**src/rtl/instr_sequencer.sv**
```systemverilog
// instr_sequencer: feeds 9-bit instructions from a small writable program memory to the
// processor core, one at a time, handshaking with the core's completion pulse.
//
// Ports:
//   clk, rst                     clock; synchronous active-high reset
//   prog_we/addr/data/last       program write port (honoured only in IDLE)
//   run, step_mode, step_req     execution control
//   proc_done                    completion pulse from the core (sampled only in WAIT)
//   din                          registered instruction word to the core
//   tick_ena                     one-cycle start pulse to the core tick FSM
//   pc                           address of the current/next instruction
//   busy, halted, fault          status (fault is the sticky watchdog flag)
module instr_sequencer #(
  parameter int unsigned IW      = 9,
  parameter int unsigned DEPTH   = 16,
  parameter int unsigned AW      = 4,
  parameter int unsigned TIMEOUT = 15
) (
  input  logic          clk,
  input  logic          rst,
  input  logic          prog_we,
  input  logic [AW-1:0] prog_addr,
  input  logic [IW-1:0] prog_data,
  input  logic          prog_last,
  input  logic          run,
  input  logic          step_mode,
  input  logic          step_req,
  input  logic          proc_done,
  output logic [IW-1:0] din,
  output logic          tick_ena,
  output logic [AW-1:0] pc,
  output logic          busy,
  output logic          halted,
  output logic          fault
);

  localparam int unsigned WW = $clog2(TIMEOUT + 1);

  typedef enum logic [2:0] {
    StIdle,
    StFetch,
    StIssue,
    StWait,
    StPause,
    StHalt
  } state_e;

  state_e        state_q, state_d;
  logic [AW-1:0] pc_q, pc_d;
  logic [IW-1:0] din_q, din_d;
  logic          last_q, last_d;
  logic [WW-1:0] wdog_q, wdog_d;
  logic          fault_q, fault_d;
  logic          tick_q, tick_d;
  logic          mem_we;
  logic [AW-1:0] pc_next;

  // Stop bit lives in the MSB of each word.
  logic [IW:0]   mem_q [DEPTH];

  assign pc_next = (pc_q == AW'(DEPTH - 1)) ? '0 : pc_q + AW'(1);

  always_comb begin
    state_d = state_q;
    pc_d    = pc_q;
    din_d   = din_q;
    last_d  = last_q;
    wdog_d  = wdog_q;
    fault_d = fault_q;
    tick_d  = 1'b0;
    mem_we  = 1'b0;
    unique case (state_q)
      StIdle: begin
        // A write in the same cycle as run takes priority; launch waits a cycle.
        if (prog_we) begin
          mem_we = 1'b1;
        end else if (run) begin
          state_d = StFetch;
        end
      end
      StFetch: begin
        din_d   = mem_q[pc_q][IW-1:0];
        last_d  = mem_q[pc_q][IW];
        state_d = StIssue;
      end
      StIssue: begin
        tick_d  = 1'b1;
        wdog_d  = '0;
        state_d = StWait;
      end
      StWait: begin
        // Completion on the timeout cycle counts as normal completion.
        if (proc_done) begin
          if (last_q) begin
            state_d = StHalt;
          end else begin
            pc_d = pc_next;
            if (!run) begin
              state_d = StIdle;
            end else if (step_mode) begin
              state_d = StPause;
            end else begin
              state_d = StFetch;
            end
          end
        end else if (wdog_q == WW'(TIMEOUT - 1)) begin
          state_d = StHalt;
          fault_d = 1'b1;
        end else begin
          wdog_d = wdog_q + WW'(1);
        end
      end
      StPause: begin
        if (!run) begin
          state_d = StIdle;
        end else if (step_req || !step_mode) begin
          state_d = StFetch;
        end
      end
      StHalt: begin
        if (!run) begin
          state_d = StIdle;
          fault_d = 1'b0;
        end
      end
      default: state_d = StIdle;
    endcase
    // pc reads 0 as soon as the sequencer is back in IDLE.
    if (state_d == StIdle) begin
      pc_d = '0;
    end
  end

  always_ff @(posedge clk) begin
    if (rst) begin
      state_q <= StIdle;
      pc_q    <= '0;
      din_q   <= '0;
      last_q  <= 1'b0;
      wdog_q  <= '0;
      fault_q <= 1'b0;
      tick_q  <= 1'b0;
    end else begin
      state_q <= state_d;
      pc_q    <= pc_d;
      din_q   <= din_d;
      last_q  <= last_d;
      wdog_q  <= wdog_d;
      fault_q <= fault_d;
      tick_q  <= tick_d;
    end
  end

  // Program memory is deliberately not reset.
  always_ff @(posedge clk) begin
    if (mem_we) begin
      mem_q[prog_addr] <= {prog_last, prog_data};
    end
  end

  assign din      = din_q;
  assign tick_ena = tick_q;
  assign pc       = pc_q;
  assign busy     = (state_q == StFetch) || (state_q == StIssue) || (state_q == StWait);
  assign halted   = (state_q == StHalt);
  assign fault    = fault_q;

endmodule

```
**config.mk**
```make
export PLATFORM = sky130hd
export DESIGN_NAME = instr_sequencer
export DESIGN_NICKNAME = d
export VERILOG_FILES = /design/src/rtl/instr_sequencer.sv
export SDC_FILE = /design/constraint.sdc
export NUM_CORES = 1
export LEC_CHECK = 0
export BUFFER_PORTS_ARGS = -buffer_cell sky130_fd_sc_hd__buf_2
export CORE_MARGIN = 4
export CORE_UTILIZATION = 57
export CTS_CLUSTER_SIZE = 30
export DETAILED_ROUTE_END_ITERATION = 6
export PLACE_DENSITY = 0.77
export SYNTH_ARGS = -nofsm -noshare
export SYNTH_HDL_FRONTEND = slang
export SYNTH_SLANG_ARGS = --single-unit
```
**constraint.sdc**
```tcl
create_clock -name clk -period 3.9 [get_ports clk]
set_input_delay 0.39 -clock clk [delete_from_list [all_inputs] [get_ports clk]]
set_output_delay 0.39 -clock clk [all_outputs]
set_load 0.005 [all_outputs]
```
======== Word-level counts from Yosys, hierarchy flattened ========
Memory sizes are Yosys's and may differ from the RTL's. A register that Yosys moved wholly into a read port is not among the register bits.
Index checks and enable logic that the tools add are counted.
Widths: inputs -> output; s select.
word-level totals
  register bits after elaboration ......... 13
  memory bits (writable) .................. 160
  input bits .............................. 21
  output and inout port bits .............. 17
  logic and storage cells ................. 56
  memories kept ........................... 1
cells by class
  add/sub/neg operators ................... 2
  equality and inequality tests ........... 11
  multiplexer cells ....................... 24
  bitwise logic cells ..................... 1
  reductions and logical operators ........ 12
memory list
  name   depth  width  rd ports  clocked after Yosys merged registers in  wr ports  line  text
  mem_q  16     10     1         1                                        1         59    logic [IW:0] mem_q [DEPTH];
operator list
  kind                 count
  $mux 3               10
  $pmux 3 s6           1
  $mux 4               3
  $add 4x1->4 const B  2
  $eq 4x4->1 const B   2
  $mux 1               8
  $ne 2x2->1 const B   4
  $pmux 4 s2           1
  $eq 3x2->1 const B   2
  $eq 3x3->1 const B   2
  $logic_not 3->1      2
  $reduce_and 3->1     2
  $reduce_and 4->1     1
  $reduce_bool 2->1    2
  $eq 3x1->1 const B   1
  $logic_or 1x1->1     3
  $pmux 1 s2           1
  $reduce_or 2->1      1
  $logic_not 1->1      1
  $not 1->1            1

======== Longest topological paths before layout ========
Gate-level depths: netlist of the first run.
  depth after elaboration ................. 7
  mapped depth ............................ 7
  gate-level depth less buffers ........... 6

======== Least setup slack after synthesis of the first run ========
Ideal clock, no wire load.
  path type ............................... reg2reg
  from .................................... register state_q[1]
  to ...................................... memory mem_q[0][0] (netlist name), enable pin
  library setup time ...................... 390 ps
  arrival ................................. 2082 ps
  required time ........................... 3510 ps
  slack ................................... 1428 ps
  cell stages (with the launch flop) ...... 5
  buffers on the path ..................... 1
  period minus slack after synthesis ...... 2472 ps
  cell sequence ........................... dfxtp_1 > buf_6 > or4b_1 > or3_1 > nor3_1
between the ends
  longest elaborated chain between the ends .. 4
ends and longest elaborated chain
  element                       line  text
  start: declaration            48    state_e state_q, state_d;
  start signal: assignment      136   state_q <= StIdle;
  start signal: assignment      144   state_q <= state_d;
  $logic_not 3->1               72    unique case (state_q)
  $mux 1                        72
  $mux 1                        156   if (mem_we) begin
  $mux 1 (not written as such)  157   mem_q[prog_addr] <= {prog_last, prog_data};
  end: declaration              59
Every way passes these cells.

======== Final worst setup path of the first run ========
  from .................................... register state_q[0]
  to ...................................... memory mem_q[4][2] (netlist name), enable pin
Same word-level chain as after synthesis.

==> metrics.txt, run 1 <==
status complete, no violations; flops & latches, synth 183; initial core utilization 59.2%; row count 40; Max Clk Rate 0.375 GHz; Die Y 120 um; switch share 19.8%; DRT Wirelength 14300 um; Worst Hold Class input port to register; area grow syn2layout 13.4%; antenna cell count 0; clock skew 0.00549 ns; part of the Yosys area used for sequential elements 73.2%; Worst Path Required 3.95 ns; GP Congestion 0.851; Synth warnings 0; first-pass GRT wire length 21800 um; wire per inst 22.8 um; via count 3838; Root Driver clkbuf_16; Post-CTS Setup Inserts 0; setup TNS 0 ns; Least-Margin Pin Slew 1.10 ns; DR DRC count 0; fin crit period 2.66 ns; post-synthesis cell area 0.00719 sq mm; Clock Power Share 43.0%; gr ovfl total 0; DRT antenna net count 0; Power Dens Cells 500 mW/mm^2; TritonCTS clock tree built; CTS resizes 0; Final Setup Violations 0; Synth Instances 401; Critical Path Start Type register; Die ar. 0.0145 sq mm; Synth Area per Inst 17.9 sq um; WP data arrival 2.71 ns; normalized max-slew margin 26.4%; area of the core 0.0122 sq mm; CTS H-tree depth 4; final slew viol count 0; DIE WIDTH 120 um; commonest cells after routing, fill and taps aside edfxtp_1, buf_2, nor2_1; Leak Pwr 2.65 nW; filler cell count 796; Num CTS Buffers 17; Synthesized Nets 425; crit end category register; Max Cap Violations 0; drt via density 6.12; top_reg_cell synth edfxtp_1; Yosys cell types 46; Hold Violations, Final 0; cts hold-fix bufs 0; total track usage 20.8%; vias in the first global route 3778; clock slew at reported path FFs 0.06 ns; initial antenna violation count 0; CTS Sinks 183; largest net degree at the start of global routing 24; DP Wirelength 9290 um; total power 4.08 mW; latest clock arrival within the worst-skew pair 0.42 ns; CP Class register to register; commonest non-fill, non-tap cell in the layout edfxtp_1; Int Pwr 3.27 mW; Ports 38; Final Cycle Share 68.3%; Comb pwr share 3.5%; worst hold margin 0.279 ns; Synth async-reset ratio 0%; worst-case vdd ir drop 350 uV; 1st-pass router iterations 5; EDFF count, synth 160; Reg power frac 53.5%; fin nets 470; Buffers on Ports 37; RSZ-0062 raised after global routing no; clock tree buffer depth 2; CP max FO 16; Switch Pwr 0.806 mW; share of layout cells above drive strength 1 23.5%; number of DRC markers in iteration 0 359
[critical path: stages, from the launching register on]
cell and delay [ns]:
dfxtp_1 0.44, or4b_1 0.70, or3_1 0.43, nor2_1 0.71
[sequential cells by signal, summed over array words and instances, names as in the netlist]
| signal | count |
|---|---|
| mem_q | 160 |
| fault | 1 |
| last_q | 1 |
| tick_ena | 1 |
| state_q | 3 |
| wdog_q | 4 |
| pc | 4 |
| din | 9 |
[synth_stat cells, drive strengths merged, types with 2 or more instances]
| library cell | number | area (sq um) |
|---|---|---|
| edfxtp | 160 | 4800 |
| clkbuf | 3 | 11.3 |
| mux4 | 32 | 732 |
| o22ai | 9 | 56.3 |
| nand3 | 6 | 30.0 |
| nand3b | 4 | 30.0 |
| a21oi | 10 | 50.1 |
| dfxtp | 23 | 460 |
| a21o | 2 | 15.0 |
| buf | 16 | 100 |
| nand2b | 4 | 25.0 |
| and2 | 2 | 12.5 |
| a31oi | 2 | 12.5 |
| nand2 | 8 | 30.0 |
| mux2i | 20 | 200 |
| nor2b | 4 | 25.0 |
| inv | 5 | 18.8 |
| ha | 3 | 37.5 |
| a22oi | 9 | 67.6 |
| nor2 | 31 | 116 |
| nor3 | 8 | 40.0 |
| a211oi | 20 | 150 |
[metal layers]
metal / track usage, % / wire length (um) / vias to the layer above
li1: - / - / 1725
met1: 28.8 / 5790 / 1911
met2: 32.6 / 6970 / 176
met3: 4.63 / 1120 / 26
met4: 8.57 / 397 / 0
met5: 0 / 0 / -
[kinds of logic after synthesis]
kind of cell	after synthesis	synth area share (%)
flops	183	73.2
compound gates	63	6.21
xor+xnor	1	0.122
simple gates	75	5.20
fa+ha+maj	3	0.522
mux	52	13.0
buf+inv	24	1.81
[layout make-up]
class | count | area (sq um) | area share (%)
Timing Repair Buffer | 45 | 258 | 3.16
Sequential cell | 183 | 5270 | 64.5
Inverter | 5 | 18.8 | 0.230
Clock buffer | 17 | 425 | 5.21
Clock inverter | 15 | 184 | 2.25
Multi-Input combinational cell | 194 | 1800 | 22.0
Tap cell | 168 | 210 | 2.58
[worst paths after layout]
check / startpoint / to / slack [ns] / depth (start not counted)
setup / recovery: state_q[0]$_SDFF_PP0_ / mem_q[4][2]$_DFFE_PP_ / 1.24 / 3
hold / removal: run / fault$_SDFFE_PP0P_ / 0.28 / 3
setup reg to reg: state_q[0]$_SDFF_PP0_ / mem_q[4][2]$_DFFE_PP_ / 1.24 / 3
hold reg to reg: din[1]$_SDFFE_PP0P_ / din[1]$_SDFFE_PP0P_ / 0.48 / 2
[metrics by stage]
step | area [sq um] | util (%) | setup WS (ns) | std cells
after global routing | 8160 | 67.1 | 1.11 | 627
after floorplan | 7190 | - | 1.43 | 401
after detailed placement | 7550 | 62.1 | 1.24 | 595
after global placement | 7550 | 62.1 | 1.34 | 595
final | 8160 | 67.1 | 1.24 | 627
after CTS | 8160 | 67.1 | 1.23 | 627
[power by group through the flow]
stage | clock (mW) | sequential [mW] | combinational [mW]
after floorplan | 0 | 2.22 | 0.0760
after global placement | 0 | 2.22 | 0.139
after detailed placement | 0 | 2.22 | 0.143
after CTS | 1.77 | 2.18 | 0.144
after global routing | 1.87 | 2.18 | 0.158
final | 1.76 | 2.18 | 0.143
Note: power is estimated with default switching activity, not from simulation.
==> inputs of run 2 (changes only) <==
- clock period: 3.9 -> 2.8 ns (I/O delays scaled with it)
==> metrics.txt, run 2 (synthesis gave the netlist of run 1 again) <==
hold path depth 3; Least-Margin Pin Slew 0.712 ns; Post-CTS Setup Inserts 0; Max Clk Rate 0.432 GHz; fin nets 483; Final Cycle Share 82.7%; gr ovfl total 0; Reg-to-Reg Start state_q[0]$_SDFF_PP0_; drt via density 6.13; status complete, no violations; largest net degree at the start of global routing 53; 1st-pass router iterations 5; TritonCTS clock tree built; Setup WS post-layout 0.485 ns; commonest cells after routing, fill and taps aside edfxtp_1, buf_2, nor2_1; filler cell count 788; antenna cell count 0; Critical Path Start Type register; max reg flops 160; hold endpoint fault$_SDFFE_PP0P_; first-pass GRT wire length 22900 um; Ports 38; area grow syn2layout 14.7%; Hold Violations, Final 0; CTS resizes 0; commonest non-fill, non-tap cell in the layout edfxtp_1; fin crit period 2.32 ns; DR DRC count 0; Worst Path Required 2.93 ns; row count 40; normalized max-slew margin 52.4%; Num CTS Buffers 17; Power Dens Cells 684 mW/mm^2; Root Driver clkbuf_16; initial core utilization 59.2%; clock skew 0.00657 ns; GP Congestion 0.877; CTS Sinks 183; Die Y 120 um; total track usage 21.9%; number of DRC markers in iteration 0 447; latest clock arrival within the worst-skew pair 0.43 ns; CP Class register to register; cts hold-fix bufs 0; CTS H-tree depth 4; r2r endpoint mem_q[0][9]$_DFFE_PP_; crit end category register; worst-case vdd ir drop 551 uV; path depth of the worst reg2reg path 4; WP data arrival 2.44 ns; RSZ-0062 raised after global routing no; Max Cap Violations 0; Worst Hold Class input port to register; DRT antenna net count 0; setup TNS 0 ns; Hold Startpoint run; Biggest register mem_q; wire per inst 23.2 um; final slew viol count 0; pre-CTS setup slack 0.563 ns; DIE WIDTH 120 um; clock tree buffer depth 2; Leak Pwr 2.70 nW; clock slew at reported path FFs 0.07 ns; Die ar. 0.0145 sq mm; area of the core 0.0122 sq mm; CP max FO 16; Buffers on Ports 37; vias in the first global route 3865; share of layout cells above drive strength 1 25.6%; DP Wirelength 9930 um; Final Setup Violations 0; DRT Wirelength 14800 um; via count 3921; reg-to-reg slack, setup 0.48 ns; initial antenna violation count 0
[run 2: cell types whose count changed in the layout (fill, tap and decap cells not counted), sizes merged]
cell,delta
buf,+13
bufinv,-1
clkinv,-4
clkinvlp,+3
inv,+2
[run 2: final cells by class]
type,instances,area [sq um],area share (%)
well taps,168,210,2.55
clock inverters,15,178,2.15
repair buffers,58,355,4.31
clock buffers,17,425,5.15
multi-input cells,194,1800,21.8
inverters,5,18.8,0.227
flip-flops and latches,183,5270,63.8
[run 2: through the flow]
stage               std cells  util, %  area, sq um  power (mW)  hold WS, ns
floorplan                 401        -         7190        3.19        0.373
global placement          608     62.9         7650        3.29        0.469
detailed placement        608     62.9         7650        3.31        0.492
CTS                       640     67.9         8250        5.68        0.147
global route              640     67.9         8250        5.83        0.170
finish                    640     67.9         8250        5.65        0.166
[run 2: worst max path at each step]
stage               slack, ns                    end                  start
finish                   0.48  mem_q[0][9]$_DFFE_PP_  state_q[0]$_SDFF_PP0_
global route             0.43  mem_q[0][6]$_DFFE_PP_  state_q[0]$_SDFF_PP0_
CTS                      0.52  mem_q[0][6]$_DFFE_PP_  state_q[0]$_SDFF_PP0_
detailed placement       0.56  mem_q[0][6]$_DFFE_PP_  state_q[0]$_SDFF_PP0_
global placement         0.63  mem_q[0][6]$_DFFE_PP_  state_q[0]$_SDFF_PP0_
floorplan                0.33  mem_q[0][0]$_DFFE_PP_  state_q[1]$_SDFF_PP0_
[run 2: routing by layer]
layer / routed length [um] / vias to the layer above / GRT usage (%)
met4: 282 / 0 / 7.79
met3: 942 / 25 / 4.44
met5: 0 / - / 0
met2: 7450 / 161 / 35.4
met1: 6140 / 1980 / 30.0
li1: - / 1755 / -
[run 2: power by group]
| part | internal [mW] | leakage (nW) | switching (mW) |
|---|---|---|---|
| clock | 1.41 | 0.285 | 0.995 |
| combinational | 0.0701 | 0.780 | 0.139 |
| sequential | 3.01 | 1.63 | 0.0266 |
[run 2: critical path, stage by stage (launching register included)]
cell and delay (ns):
dfxtp_1 0.44, or4b_1 0.69, or3_1 0.45, nor3_1 0.20
buf_4 0.23
